===== config.mk =====
export PLATFORM = sky130hd
export DESIGN_NAME = wb_arbiter
export DESIGN_NICKNAME = d
export VERILOG_FILES = /design/src/rtl/wb_arbiter.sv
export SDC_FILE = /design/constraint.sdc
export NUM_CORES = 1
export LEC_CHECK = 0
export ABC_AREA = 1
export CORE_ASPECT_RATIO = 0.7
export CORE_MARGIN = 5
export CORE_UTILIZATION = 35
export DETAILED_ROUTE_END_ITERATION = 10
export PLACE_DENSITY = 0.61
export SYNTH_ARGS = -nofsm -noshare
export SYNTH_HDL_FRONTEND = slang
export SYNTH_SLANG_ARGS = --single-unit

===== constraint.sdc =====
create_clock -name i_clk -period 10.1 [get_ports i_clk]
set_input_delay 1.515 -clock i_clk [delete_from_list [all_inputs] [get_ports i_clk]]
set_output_delay 1.515 -clock i_clk [all_outputs]
set_load 0.1 [all_outputs]

===== src/rtl/wb_arbiter.sv =====
// wb_arbiter: owns the single register-file write port. Arbitrates the in-order
// pipeline writeback against queued long-latency unit results, keeps WAW order by
// killing stale queued entries, and forces a one-cycle stall when the queue head starves.
// Optional feature macro: WB_BYPASS_EN (unit result written directly when the queue is empty).
`default_nettype none

module wb_arbiter #(
  parameter int unsigned DEPTH        = 2,
  parameter int unsigned STARVE_LIMIT = 8,
  parameter int unsigned XLEN         = 64
) (
  input  logic                        i_clk,
  input  logic                        i_rst,
  input  logic                        i_pipe_wen,
  input  logic [4:0]                  i_pipe_rd,
  input  logic [XLEN-1:0]             i_pipe_data,
  input  logic                        i_unit_valid,
  output logic                        o_unit_ready,
  input  logic [4:0]                  i_unit_rd,
  input  logic [XLEN-1:0]             i_unit_data,
  output logic                        o_pipe_stall,
  output logic                        o_rf_wen,
  output logic [4:0]                  o_rf_waddr,
  output logic [XLEN-1:0]             o_rf_wdata,
  output logic [$clog2(DEPTH):0]      o_fifo_cnt
);

  localparam int unsigned AW = $clog2(DEPTH);
  localparam int unsigned CW = AW + 1;
  localparam int unsigned SW = $clog2(STARVE_LIMIT + 1);

  logic [4:0]      r_rd   [DEPTH];
  logic [XLEN-1:0] r_data [DEPTH];
  logic [DEPTH-1:0] r_live;
  logic [AW-1:0]   r_wptr;
  logic [AW-1:0]   r_rptr;
  logic [CW-1:0]   r_cnt;
  logic [SW-1:0]   r_starve;
  logic            r_rf_wen;
  logic [4:0]      r_rf_waddr;
  logic [XLEN-1:0] r_rf_wdata;

  logic w_empty;
  logic w_head_live;
  logic w_stall;
  logic w_p;
  logic w_ready;
  logic w_acc;
  logic w_byp;
  logic w_enq;
  logic w_enq_live;
  logic w_head_grant;
  logic w_pop;

  // Queue status, arbitration and stall decisions.
  assign w_empty      = (r_cnt == CW'(0));
  assign w_head_live  = ~w_empty & r_live[r_rptr];
  assign w_stall      = w_head_live & (r_starve == SW'(STARVE_LIMIT));
  assign w_p          = i_pipe_wen & ~w_stall & (i_pipe_rd != 5'd0);
  assign w_ready      = (r_cnt < CW'(DEPTH));
  assign w_acc        = i_unit_valid & w_ready & (i_unit_rd != 5'd0);
`ifdef WB_BYPASS_EN
  assign w_byp        = w_empty & ~w_p & i_unit_valid & (i_unit_rd != 5'd0);
`else
  assign w_byp        = 1'b0;
`endif
  assign w_enq        = w_acc & ~w_byp;
  // The unit instruction is always older, so a same-cycle match with the pipe is stale.
  assign w_enq_live   = ~(w_p & (i_unit_rd == i_pipe_rd));
  assign w_head_grant = ~w_p & w_head_live;
  // Dead heads pop even while the pipe holds the port, so they cost no bubble.
  assign w_pop        = ~w_empty & (w_head_grant | ~r_live[r_rptr]);

  assign o_unit_ready = w_ready;
  assign o_pipe_stall = w_stall;
  assign o_rf_wen     = r_rf_wen;
  assign o_rf_waddr   = r_rf_waddr;
  assign o_rf_wdata   = r_rf_wdata;
  assign o_fifo_cnt   = r_cnt;

  // Queue payload storage; validity is tracked by the counter and live bits.
  always_ff @(posedge i_clk) begin
    if (w_enq) begin
      r_rd[r_wptr]   <= i_unit_rd;
      r_data[r_wptr] <= i_unit_data;
    end
  end

  // Queue control: pointers, count, live bits with WAW kill, starvation counter.
  always_ff @(posedge i_clk) begin
    if (i_rst) begin
      r_wptr   <= '0;
      r_rptr   <= '0;
      r_cnt    <= '0;
      r_live   <= '0;
      r_starve <= '0;
    end else begin
      for (int i = 0; i < int'(DEPTH); i++) begin
        if (w_p && (r_rd[i] == i_pipe_rd)) r_live[i] <= 1'b0;
      end
      if (w_enq) begin
        r_live[r_wptr] <= w_enq_live;
        r_wptr         <= r_wptr + AW'(1);
      end
      if (w_pop) r_rptr <= r_rptr + AW'(1);
      r_cnt <= r_cnt + CW'(w_enq) - CW'(w_pop);
      if (w_pop || w_empty) begin
        r_starve <= '0;
      end else if (w_head_live && w_p && (r_starve != SW'(STARVE_LIMIT))) begin
        r_starve <= r_starve + SW'(1);
      end
    end
  end

  // Registered write port: pipe first, then queue head, then (optionally) bypass.
  always_ff @(posedge i_clk) begin
    if (i_rst) begin
      r_rf_wen   <= 1'b0;
      r_rf_waddr <= '0;
      r_rf_wdata <= '0;
    end else if (w_p) begin
      r_rf_wen   <= 1'b1;
      r_rf_waddr <= i_pipe_rd;
      r_rf_wdata <= i_pipe_data;
    end else if (w_head_grant) begin
      r_rf_wen   <= 1'b1;
      r_rf_waddr <= r_rd[r_rptr];
      r_rf_wdata <= r_data[r_rptr];
    end else if (w_byp) begin
      r_rf_wen   <= 1'b1;
      r_rf_waddr <= i_unit_rd;
      r_rf_wdata <= i_unit_data;
    end else begin
      r_rf_wen   <= 1'b0;
    end
  end

endmodule

`default_nettype wire


==> Word-level counts from Yosys, hierarchy flattened <==
Memories as Yosys holds them, arrays and structs flattened. A register that Yosys moved wholly into a read port is not among the register bits.
Index checks and enable logic that the tools add are counted.
W data, S select, Z words.
{ "word_totals": {"regBits": 80, "ram_bits": 138, "inputBits": 142, "output_inout_bits": 74, "elab_cells": 72, "mem_count": 2} }
{ "mem_list": {"columns": ["memory", "depth", "width", "rd", "rd_ports_with_merged_regs", "wr", "line_no", "text"], "rows": [
  ["r_data", 2, 64, 1, 1, 1, "33", "logic [XLEN-1:0] r_data [DEPTH];"],
  ["r_rd", 2, 5, 3, 1, 1, "32", "logic [4:0] r_rd [DEPTH];"]
]} }
{ "op_classes": {"n_addsub": 5, "order_cmp": 4, "eq_ne": 5, "mux": 22, "bitwise_logic": 15, "reduce_logical": 11} }
{ "ops": {"columns": ["operator", "count"], "rows": [
  ["$mux W64", 2],
  ["$eq A5 B5 Y1", 3],
  ["$mux W1", 15],
  ["$mux W5", 2],
  ["$reduce_bool A5 Y1", 2],
  ["$and A1 B1 Y1", 9],
  ["$logic_and A1 B1 Y1", 5],
  ["$not A1 Y1", 5],
  ["$add A4 B1 Y4 const B", 1],
  ["$eq A4 B4 Y1 const B", 1],
  ["$lt A1 B2 Y1 const B", 2],
  ["$ne A4 B4 Y1 const B", 1],
  ["$add A1 B1 Y1 const B", 2],
  ["$add A2 B1 Y2", 1],
  ["$bwmux W2", 1],
  ["$logic_not A2 Y1", 1],
  ["$lt A2 B2 Y1 const B", 1],
  ["$mux W2", 1],
  ["$reduce_bool A2 Y1", 1],
  ["$reduce_or A2 Y1", 1],
  ["$sub A2 B1 Y2", 1],
  ["$demux W1 S1", 1],
  ["$ge A1 B1 Y1 const B", 1],
  ["$logic_or A1 B1 Y1", 1],
  ["$or A1 B1 Y1", 1]
]} }

==> Logic depth before layout (Yosys ltp) <==
Gate-level depths: netlist of the first run.
{ "depth": {"ltp_word": 13, "depth_mapped": 14, "depth_no_buf": 14} }

==> Worst setup path before layout of the first run <==
No wires, ideal clock.
{ "synth_path": {"kind": "input -> register", "start": "input port i_unit_valid", "end": "register r_live[1]", "setup_time_ps": 122, "arrival_ps": 5086, "required_ps": 9978, "setup_slack_ps": 4892, "path_stages": 7, "n_path_buf": 0, "path_cell_list": "inv_1 > nor2_1 > nand2_1 > nor2_1 > nand3_1 > nand2_1 > nor2_1"} }
{ "synth_via": {"elab_chain_cells": 3} }
{ "synth_rtl": {"columns": ["element", "line_no", "text"], "rows": [
  ["from (decl)", "17", "input logic i_unit_valid,"],
  ["$and A1 B1 Y1 (2 in a row)", "61", "assign w_acc = i_unit_valid & w_ready & (i_unit_rd != 5'd0);"],
  ["$mux W2", "101", "if (w_enq) begin"],
  ["to (signal, indexed assignment)", "102", "r_live[r_wptr] <= w_enq_live;"],
  ["to (decl)", "34", "logic [DEPTH-1:0] r_live;"]
]} }
No other way between the ends.
A chain may end at the register's enable or synchronous reset.

==> Worst setup path after layout of the first run <==
{ "layout_path": {"start": "register r_cnt[1], in the netlist o_fifo_cnt[1]", "end": "output port o_pipe_stall"} }
{ "layout_via": {"elab_chain_cells": 4} }
{ "layout_rtl": {"columns": ["element", "line_no", "text"], "rows": [
  ["from (decl)", "37", "logic [CW-1:0] r_cnt;"],
  ["from (signal assigned)", "106", "r_cnt <= r_cnt + CW'(w_enq) - CW'(w_pop);"],
  ["$logic_not A2 Y1", "56", "assign w_empty = (r_cnt == CW'(0));"],
  ["$not A1 Y1", "57", "assign w_head_live = ~w_empty & r_live[r_rptr];"],
  ["$and A1 B1 Y1", "57", null],
  ["$and A1 B1 Y1", "58", "assign w_stall = w_head_live & (r_starve == SW'(STARVE_LIMIT));"],
  ["to (decl)", "21", "output logic o_pipe_stall,"]
]} }
No other way between the ends.

==> results.cfg, run 1 <==
[cells_and_area]
num-nets-final = 1232
area_delta_synth_final_pct = 34.0
design_area_um2 = 12200
final_layout_size_suffix_gt1_frac = 0.0544

[global_routing]
grt_max_degree = 72
grt_antenna_before_repair = 2
grt_pass1_wl_um = 36800
grt_pass1_vias = 6745
grt.total_usage = 0.158
grt_overflow_total = 0

[clock_network]
cts_made_buffers = 23
clk_path_buf_depth = 3
h-tree-depth = 1
post_cts_buffers = 0
cts_resized = 0
clk_pin_slew_ns = 0.06
hold_buffers = 0
clk-insertion-delay-late_ns = 0.51
clk_root_buffer_cell = clkbuf_16
cts_tree = built
cts_num_sinks = 219

[flow_run]
maxCapViolations = 0

[worst_setup_path]
worstSetupPathType = flip-flop to primary output
path_delay_family = buffers and inverters
required_ns = 8.59
crit_path_cell_trace = nor2_1, inv_2, nand2_2, buf_4, nor2_2, clkdlybuf4s50_1
cpPeakStageDelay_ns = 1.20
slowest_stage = clkdlybuf4s50_1
r2r_start = r_starve[0]
timing.rr.end = o_rf_wdata[5]
critPathBufInv = 3
worstPathArrival_ns = 2.85
cp_max_fo = 41
regToRegSetupSlack_ns = 7.22
cp-start-kind = flip-flop
rr_worst_depth = 11
crit_start = o_fifo_cnt[1]
cp-end-kind = primary output

[synthesis]
synth.avg_cell_area_um2 = 10.3
syn_nets = 1028
synth.distinct_cells = 28
syn_inst = 882
synth_area_um2 = 9090
ys_ff_latch = 219
yosysWarnings = 0
synth-seq-area-share = 0.634

[routing]
via_per_inst = 4.61
postRouteAntennaNets = 0
drc = 0
first_pass_iters = 4
vias = 6617
routed_wirelength_um = 23700
drt_iter0_drc = 306
wl_per_cell_um = 16.5

[worst_hold_path]
min_path_cells = 2
hp-start = o_rf_wdata[46]
min_to = o_rf_wdata[46]
hold_class = flip-flop to flip-flop

[timing]
relSlewSlack = 0.280
finalCritPeriodShare = 0.433
setup_violations = 0
hold_viol_final = 0
layout_min_cycle_time_ns = 4.37
max_freq_mhz = 229
rsz0062_at_grt = no
fin_skew_ns = 0.0180
drv_slew = 0
tns_ns = 0
tightest_slew_ns = 1.08

[place]
portBuffers = 215
dp_hpwl_um = 15200
place_area_um2 = 11500
routabilityCongestion = 0.781

[die]
fp.dieW_um = 203
core_um2 = 25600
start_util = 0.355
rows = 49
die_h_um = 145
ios = 216
dieArea_um2 = 29300

[pwr]
seqPwrFrac = 0.418
p_comb_frac = 0.293
pwr-share-clk = 0.288
internal_power_mw = 1.81
p_sw_frac = 0.347
ir_drop_uv = 132
cellLeakagePower_nw = 4.85
p_switching_mw = 0.963
cellPowerDensity_nw_per_um2 = 228

[outcome]
status = finished, final reports clean
## power groups by stage
stage / Sequential [mW] / Clock, mW / Combinational [mW]
after floorplan: 1.43 / 0 / 0.350
after global placement: 1.18 / 0 / 0.820
after detailed placement: 1.18 / 0 / 0.823
after CTS: 1.16 / 0.829 / 0.826
after global routing: 1.18 / 0.866 / 0.875
final: 1.16 / 0.801 / 0.814
## cell families (layout without fill, tap and decap cells)
family | after synthesis | in the layout | share of synthesized area
AOI/OAI and AO/OA | 15 | 15 | 0.00950
xor gates and xnor gates | 10 | 10 | 0.00964
adders and majority gates | 4 | 4 | 0.00551
buffers and inverters | 102 | 322 | 0.0518
DFF | 219 | 219 | 0.634
muxes | 65 | 65 | 0.0717
other | 0 | 1 | 0
and+or+nand+nor | 467 | 467 | 0.218
## metal layers
layer  vias up  track usage  part of all wire
met5         -            0            0.0011
met4         4       0.0325             0.019
met3        32       0.0439             0.067
met2       177        0.258              0.45
met1      3059        0.214              0.46
li1       3345            -                 -
## how the worst max path moves through the flow
stage | slack (ns) | depth (start not counted) | end
floorplan | 4.89 | 7 | r_live[1]
global placement | 5.53 | 10 | o_rf_wdata[51]
detailed placement | 5.46 | 10 | o_rf_wdata[54]
CTS | 5.66 | 6 | o_pipe_stall
global route | 5.59 | 6 | o_pipe_stall
finish | 5.73 | 6 | o_pipe_stall
## flip-flops by register name, indices dropped and copies added (netlist names), 2 cells and up, named ones only
name,count
r_starve,4
r_rd,10
o_fifo_cnt,2
r_data,128
o_rf_waddr,5
r_live,2
o_rf_wdata,64
## metrics by stage
step                      setup slack (ns)  utilization  hold WS [ns]  instances  power (mW)
final                                 5.73        0.475         0.451       1434        2.78
after global routing                  5.59        0.475         0.475       1433        2.92
after CTS                             5.66        0.475         0.455       1433        2.82
after detailed placement              5.46        0.448         0.438       1392        2.01
after global placement                5.53        0.448         0.438       1392        2.00
after floorplan                       4.89            -         0.440        882        1.78
## synth_stat cells
cell,n,area share
a21oi_1,11,0.0061
a21oi_4,1,0.0018
buf_2,25,0.014
buf_4,3,0.0025
buf_6,6,0.0074
clkbuf_1,10,0.0041
clkinv_1,1,0.00041
dfxtp_1,81,0.18
edfxtp_1,138,0.46
ha_1,4,0.0055
inv_1,54,0.022
inv_2,3,0.0012
mux2_2,1,0.0012
mux2i_1,64,0.070
nand2_1,213,0.088
nand2_2,2,0.0014
nand2_4,2,0.0025
nand3_1,110,0.061
nand3_2,2,0.0022
nand3b_1,6,0.0050
nand4_1,6,0.0041
nor2_1,121,0.050
nor2_2,3,0.0021
nor2_4,1,0.0012
nor3_1,1,0.00055
o21ai_0,3,0.0017
xnor2_1,8,0.0077
xor2_1,2,0.0019
## cell usage in the layout, fill, tap and decap left out, drive strengths merged, types with 8 or more instances in the layout
cell type,count
nand3,112
inv,57
clkdlybuf4s50,214
a21oi,12
xnor2,8
clkinv,8
dfxtp,81
nand2,217
clkbuf,33
buf,9
mux2i,64
nor2,125
edfxtp,138
## worst min-delay path, stage by stage (launching register included)
cell and delay (ns):
dfxtp_1 0.31, nand2_1 0.06, nand2_1 0.04
## cell type report
type | instances | area [um2]
Clock inverter | 8 | 67.6
Tap cell | 331 | 414
Antenna cell | 1 | 2.50
Multi-Input combinational cell | 561 | 2860
Inverter | 58 | 219
Clock buffer | 33 | 643
Fill cell | 2422 | 13400
Sequential cell | 219 | 5770
Timing Repair Buffer | 223 | 2210
No activity file was read; power rests on OpenSTA's default activity.
==> run 2: changes to the inputs <==
Clock period 10.1 ns to 4.3 ns, I/O delays scaled along.
==> run 2 against run 1 <==
Against the previous run: sequential share of layout area is 0.41 points lower; first-iteration DRC count grew 9.8%; worst setup slack got worse by 4.2 ns; largest cell class unchanged; final cell count increased by 0.28%; clock power grew to 2.5 times the previous value.
==> results.cfg, run 2 (synthesis results as in run 1) <==
[outcome]
status = finished, final reports clean

[cells_and_area]
layout_common_cells = nand2_1 (213), clkdlybuf4s50_1 (213), edfxtp_1 (138)
post-route-util = 0.479
design_area_um2 = 12300
final_layout_size_suffix_gt1_frac = 0.0624
regMostFlops = r_data
largest_reg_flops = 128
fillers = 2367
num-nets-final = 1235
area_delta_synth_final_pct = 35.2

[worst_setup_path]
critPathBufInv = 1
r2r_start = r_starve[0]
rr_worst_depth = 11
slowest_stage = clkdlybuf4s50_1
cp_max_fo = 6
timing.rr.end = o_rf_wdata[50]
required_ns = 3.65
regToRegSetupSlack_ns = 1.63
cp-start-kind = flip-flop
cp-end-kind = primary output
crit_path_cell_trace = clkdlybuf4s50_1
cpPeakStageDelay_ns = 1.17
worstPathArrival_ns = 2.08
worstSetupPathType = flip-flop to primary output
path_delay_family = buffers and inverters

[die]
fp.dieW_um = 203
start_util = 0.355
ios = 216
core_um2 = 25600
die_h_um = 145
rows = 49
dieArea_um2 = 29300

[pwr]
p_total_mw = 6.70
cellLeakagePower_nw = 4.91
ir_drop_uv = 262
cellPowerDensity_nw_per_um2 = 545

[routing]
vias = 6705
first_pass_iters = 4
drt_iter0_drc = 336
via_per_inst = 4.66
routed_wirelength_um = 23900
wl_per_cell_um = 16.6
postRouteAntennaNets = 0
drc = 0

[timing]
tns_ns = 0
rsz0062_at_grt = no
tightest_slew_ns = 1.09
drv_slew = 0
setup_violations = 0
relSlewSlack = 0.273
fin_ws_ns = 1.58
finalCritPeriodShare = 0.634
fin_skew_ns = 0.0152
layout_min_cycle_time_ns = 2.72
hold_viol_final = 0
max_freq_mhz = 367

[worst_hold_path]
hp-start = o_rf_wdata[48]
min_path_cells = 2
min_to = o_rf_wdata[48]
hold_class = flip-flop to flip-flop

[clock_network]
h-tree-depth = 1
hold_buffers = 0
cts_num_sinks = 219
clk_pin_slew_ns = 0.06
cts_resized = 0
post_cts_buffers = 0
clk_path_buf_depth = 3
clk_root_buffer_cell = clkbuf_16
cts_tree = built
cts_made_buffers = 23
clk-insertion-delay-late_ns = 0.51

[global_routing]
grt_antenna_before_repair = 2
grt.total_usage = 0.158
grt_pass1_wl_um = 36800
grt_max_degree = 57
grt_overflow_total = 0
grt_pass1_vias = 6597

[flow_run]
maxCapViolations = 0

[place]
portBuffers = 215
post-place-ws_ns = 1.13
place_area_um2 = 11500
routabilityCongestion = 0.823
dp_hpwl_um = 15600
==> run 2: cell types whose count changed in the layout (fill, tap and decap cells not counted), sizes merged <==
cell / delta
clkinv: +5
bufinv: +2
clkbuf: -6
clkdlybuf4s50: -1
buf: +4
==> run 2: metrics by stage <==
stage          instances  hold slack [ns]
5_1_grt             1438            0.466
3_5_place_dp        1395            0.444
2_1_floorplan        882            0.441
6_report            1438            0.451
4_1_cts             1437            0.454
3_3_place_gp        1395            0.441
==> run 2: worst max-delay path by stage <==
| stage | start | end | slack, ns | cells past startpoint |
|---|---|---|---|---|
| CTS | o_fifo_cnt[1] | o_fifo_cnt[1] | 1.54 | 1 |
| detailed placement | i_pipe_rd[2] | o_rf_wdata[50] | 1.13 | 10 |
| global placement | i_pipe_rd[2] | o_rf_wdata[46] | 1.18 | 8 |
| global route | r_starve[0] | o_rf_wdata[50] | 1.34 | 11 |
| finish | o_fifo_cnt[1] | o_fifo_cnt[1] | 1.58 | 1 |
| floorplan | o_fifo_cnt[1] | r_live[1] | 1.0 | 6 |
==> run 2: routing by layer <==
layer	up-vias	global-route usage	routed length (um)
met4	2	0.0339	401
met5	-	0	13
met1	3127	0.228	11200
met3	33	0.0399	1810
li1	3360	-	-
met2	183	0.243	10400
==> run 2: area by class of cell <==
type	count	area [um2]	share of cell area
inverters	58	219	0.0178
clock inverters	15	153	0.0124
diodes	1	2.50	0.000204
flip-flops and latches	219	5770	0.470
multi-input cells	561	2860	0.233
clock buffers	27	631	0.0513
well taps	331	414	0.0337
repair buffers	226	2240	0.182
==> run 2: power breakdown <==
part / total [mW] / switching (mW) / internal [mW]
clock network: 2.03 / 0.802 / 1.23
registers: 2.78 / 0.222 / 2.56
logic: 1.89 / 1.27 / 0.620
==> patch: new RTL, flow settings as in run 1 <==
The option `WB_BYPASS_EN` is turned on by a define.
--- a/src/rtl/wb_arbiter.sv
+++ b/src/rtl/wb_arbiter.sv
@@ -4,4 +4,6 @@
 // Optional feature macro: WB_BYPASS_EN (unit result written directly when the queue is empty).
 `default_nettype none
+
+`define WB_BYPASS_EN
 
 module wb_arbiter #(
Formal check against the unedited RTL: not equivalent (a bounded check fails within 4 cycles, from zero or initial values and one cycle with i_rst high).
==> patch against run 1 <==
Routed wire length is 15% higher; worst setup slack better by 110 ps; area after synthesis increased by 7.2%; sequential cell count did not move; power rose by 18%; die area is 6.8% higher; register-to-register slack worse by 340 ps; final area rose by 5.5%.
==> patch: results (changes against run 1) <==
[outcome]
outcome = completed

[route]
vias = 7759  ; +17%
dr.first_iter.drc_count = 396  ; +29%
totalWireLength_mm = 27.3  ; +15%
first_pass_iters = 5  ; +1
ant_nets = 0  ; unchanged

[final_layout]
n_antenna_cell = 0  ; -1
fillers = 2636  ; +8.8%
final_cell_count_no_fill = 1654  ; +15%
final_layout_size_suffix_gt1_share_pct = 7.48  ; +2.0 points
nNetsFinal = 1410  ; +14%

[sta]
finClkSkew_ps = 18.4  ; +0.467 ps
hold_ws_ps = 459  ; +7.33 ps
min_period_ps = 4260  ; -113 ps
tightest_slew_ps = 1090  ; +17.0 ps

[placed_design]
gp_congestion = 0.746  ; -4.5%
dp_hpwl_mm = 16.9  ; +11%
pre_cts_slack_ps = 5280  ; -176 ps
place_inst = 1610  ; +16%
place_area_sq_um = 12100  ; +5.4%

[hold_path]
min-delay-start = r_starve[0]
holdPathEnd = r_starve[0]
hold_path_depth = 1  ; -1

[synthesis]
yosysSeqAreaShare_pct = 59.2  ; -4.3 points
synthTopCellsByArea = edfxtp_1, dfxtp_1, nand2_1
synth_top_cell_area_share_pct = 42.5  ; -3.1 points
synth_cell_type_count = 30  ; +7.1%
ys_top_cells_by_count = nand2_1, edfxtp_1, nand3_1
postSynthCellCount = 1081  ; +23%
syn_nets = 1226  ; +19%

[worst_setup_path]
worst-path-max-fanout = 55  ; +34%
r2r_slack_ps = 6880  ; -340 ps
cp-startpoint = i_pipe_rd[1]
cp.arrival_ps = 4460  ; +1610 ps
r2r-end = o_rf_wdata[13]
reg2reg_depth = 10  ; -1
r2r-start = r_rptr
crit_path_max_incr_delay_ps = 540  ; -660 ps
worstSetupEndpoint = r_data[1][0]

[clock_tree]
numCtsBuffers = 24  ; +4.3%
clk_pin_slew_ps = 60  ; about the same
cts_root_buf = clkbuf_16
cts_resized = 0  ; unchanged

[grt]
grt_pass1_wl_mm = 42.5  ; +16%
grt_max_degree = 73  ; +1.4%
grt_pass1_vias = 7622  ; +13%
track_usage_pct = 16.9  ; +1.1 points

[power_and_ir_drop]
p_leak_uw = 0.00505  ; +4.1%
p_sw_share_pct = 40.5  ; +5.8 points
vdd_drop_max_uv = 155  ; +18%

-- patch: cell count changes after synthesis, sizes merged, moves of 11 or more --
cell and delta:
mux2i -64, nand3 +12, a21oi +32, o21a +26, or2 +26, buf +11
clkbuf +12, o21ai +85, nand2 +125, nor2 -69
-- patch: layout make-up --
cell class	count	area share (%)
Clock buffer	30	5.25
Clock inverter	14	0.759
Inverter	65	1.92
Multi-Input combinational cell	730	26.3
Sequential cell	219	44.9
Tap cell	371	3.61
Timing Repair Buffer	225	17.3
-- patch: metrics by stage --
stage	total power, uW	util, %
after floorplan	2120	-
after global placement	2450	43.7
after detailed placement	2460	43.7
after CTS	3330	46.5
after global routing	3470	46.5
final	3290	46.5
-- patch: cell families after synthesis --
logic type,synth area share (%)
compound gates,8.86
buf+inv,6.30
fa+ha+maj,0.385
flops,59.2
simple gates,24.0
xor+xnor,1.35
-- patch: routing by layer --
metal | global-route usage [%] | vias up | wire, microns
met2 | 26.9 | 228 | 12000
met4 | 2.77 | 4 | 367
met5 | 0 | - | 24
met3 | 4.19 | 29 | 1880
met1 | 24.0 | 3548 | 13000
li1 | - | 3950 | -
-- patch: worst reg2reg max path, stage by stage, from the launching register on --
cell     delay [ps]
dfxtp_1         340
inv_2            50
nand2_1          50
nand2_1         110
nand2_4         700
nand3_2         180
buf_4           350
inv_2           550
buf_4           540
nand2_1         110
a21oi_1         170
-- patch: power by group through the flow --
stage               sequential [uW]  clock, uW  combinational (uW)
CTS                            1180        879                1270
detailed placement             1190          0                1270
global route                   1190        917                1360
global placement               1190          0                1260
floorplan                      1620          0                 498
finish                         1170        857                1260
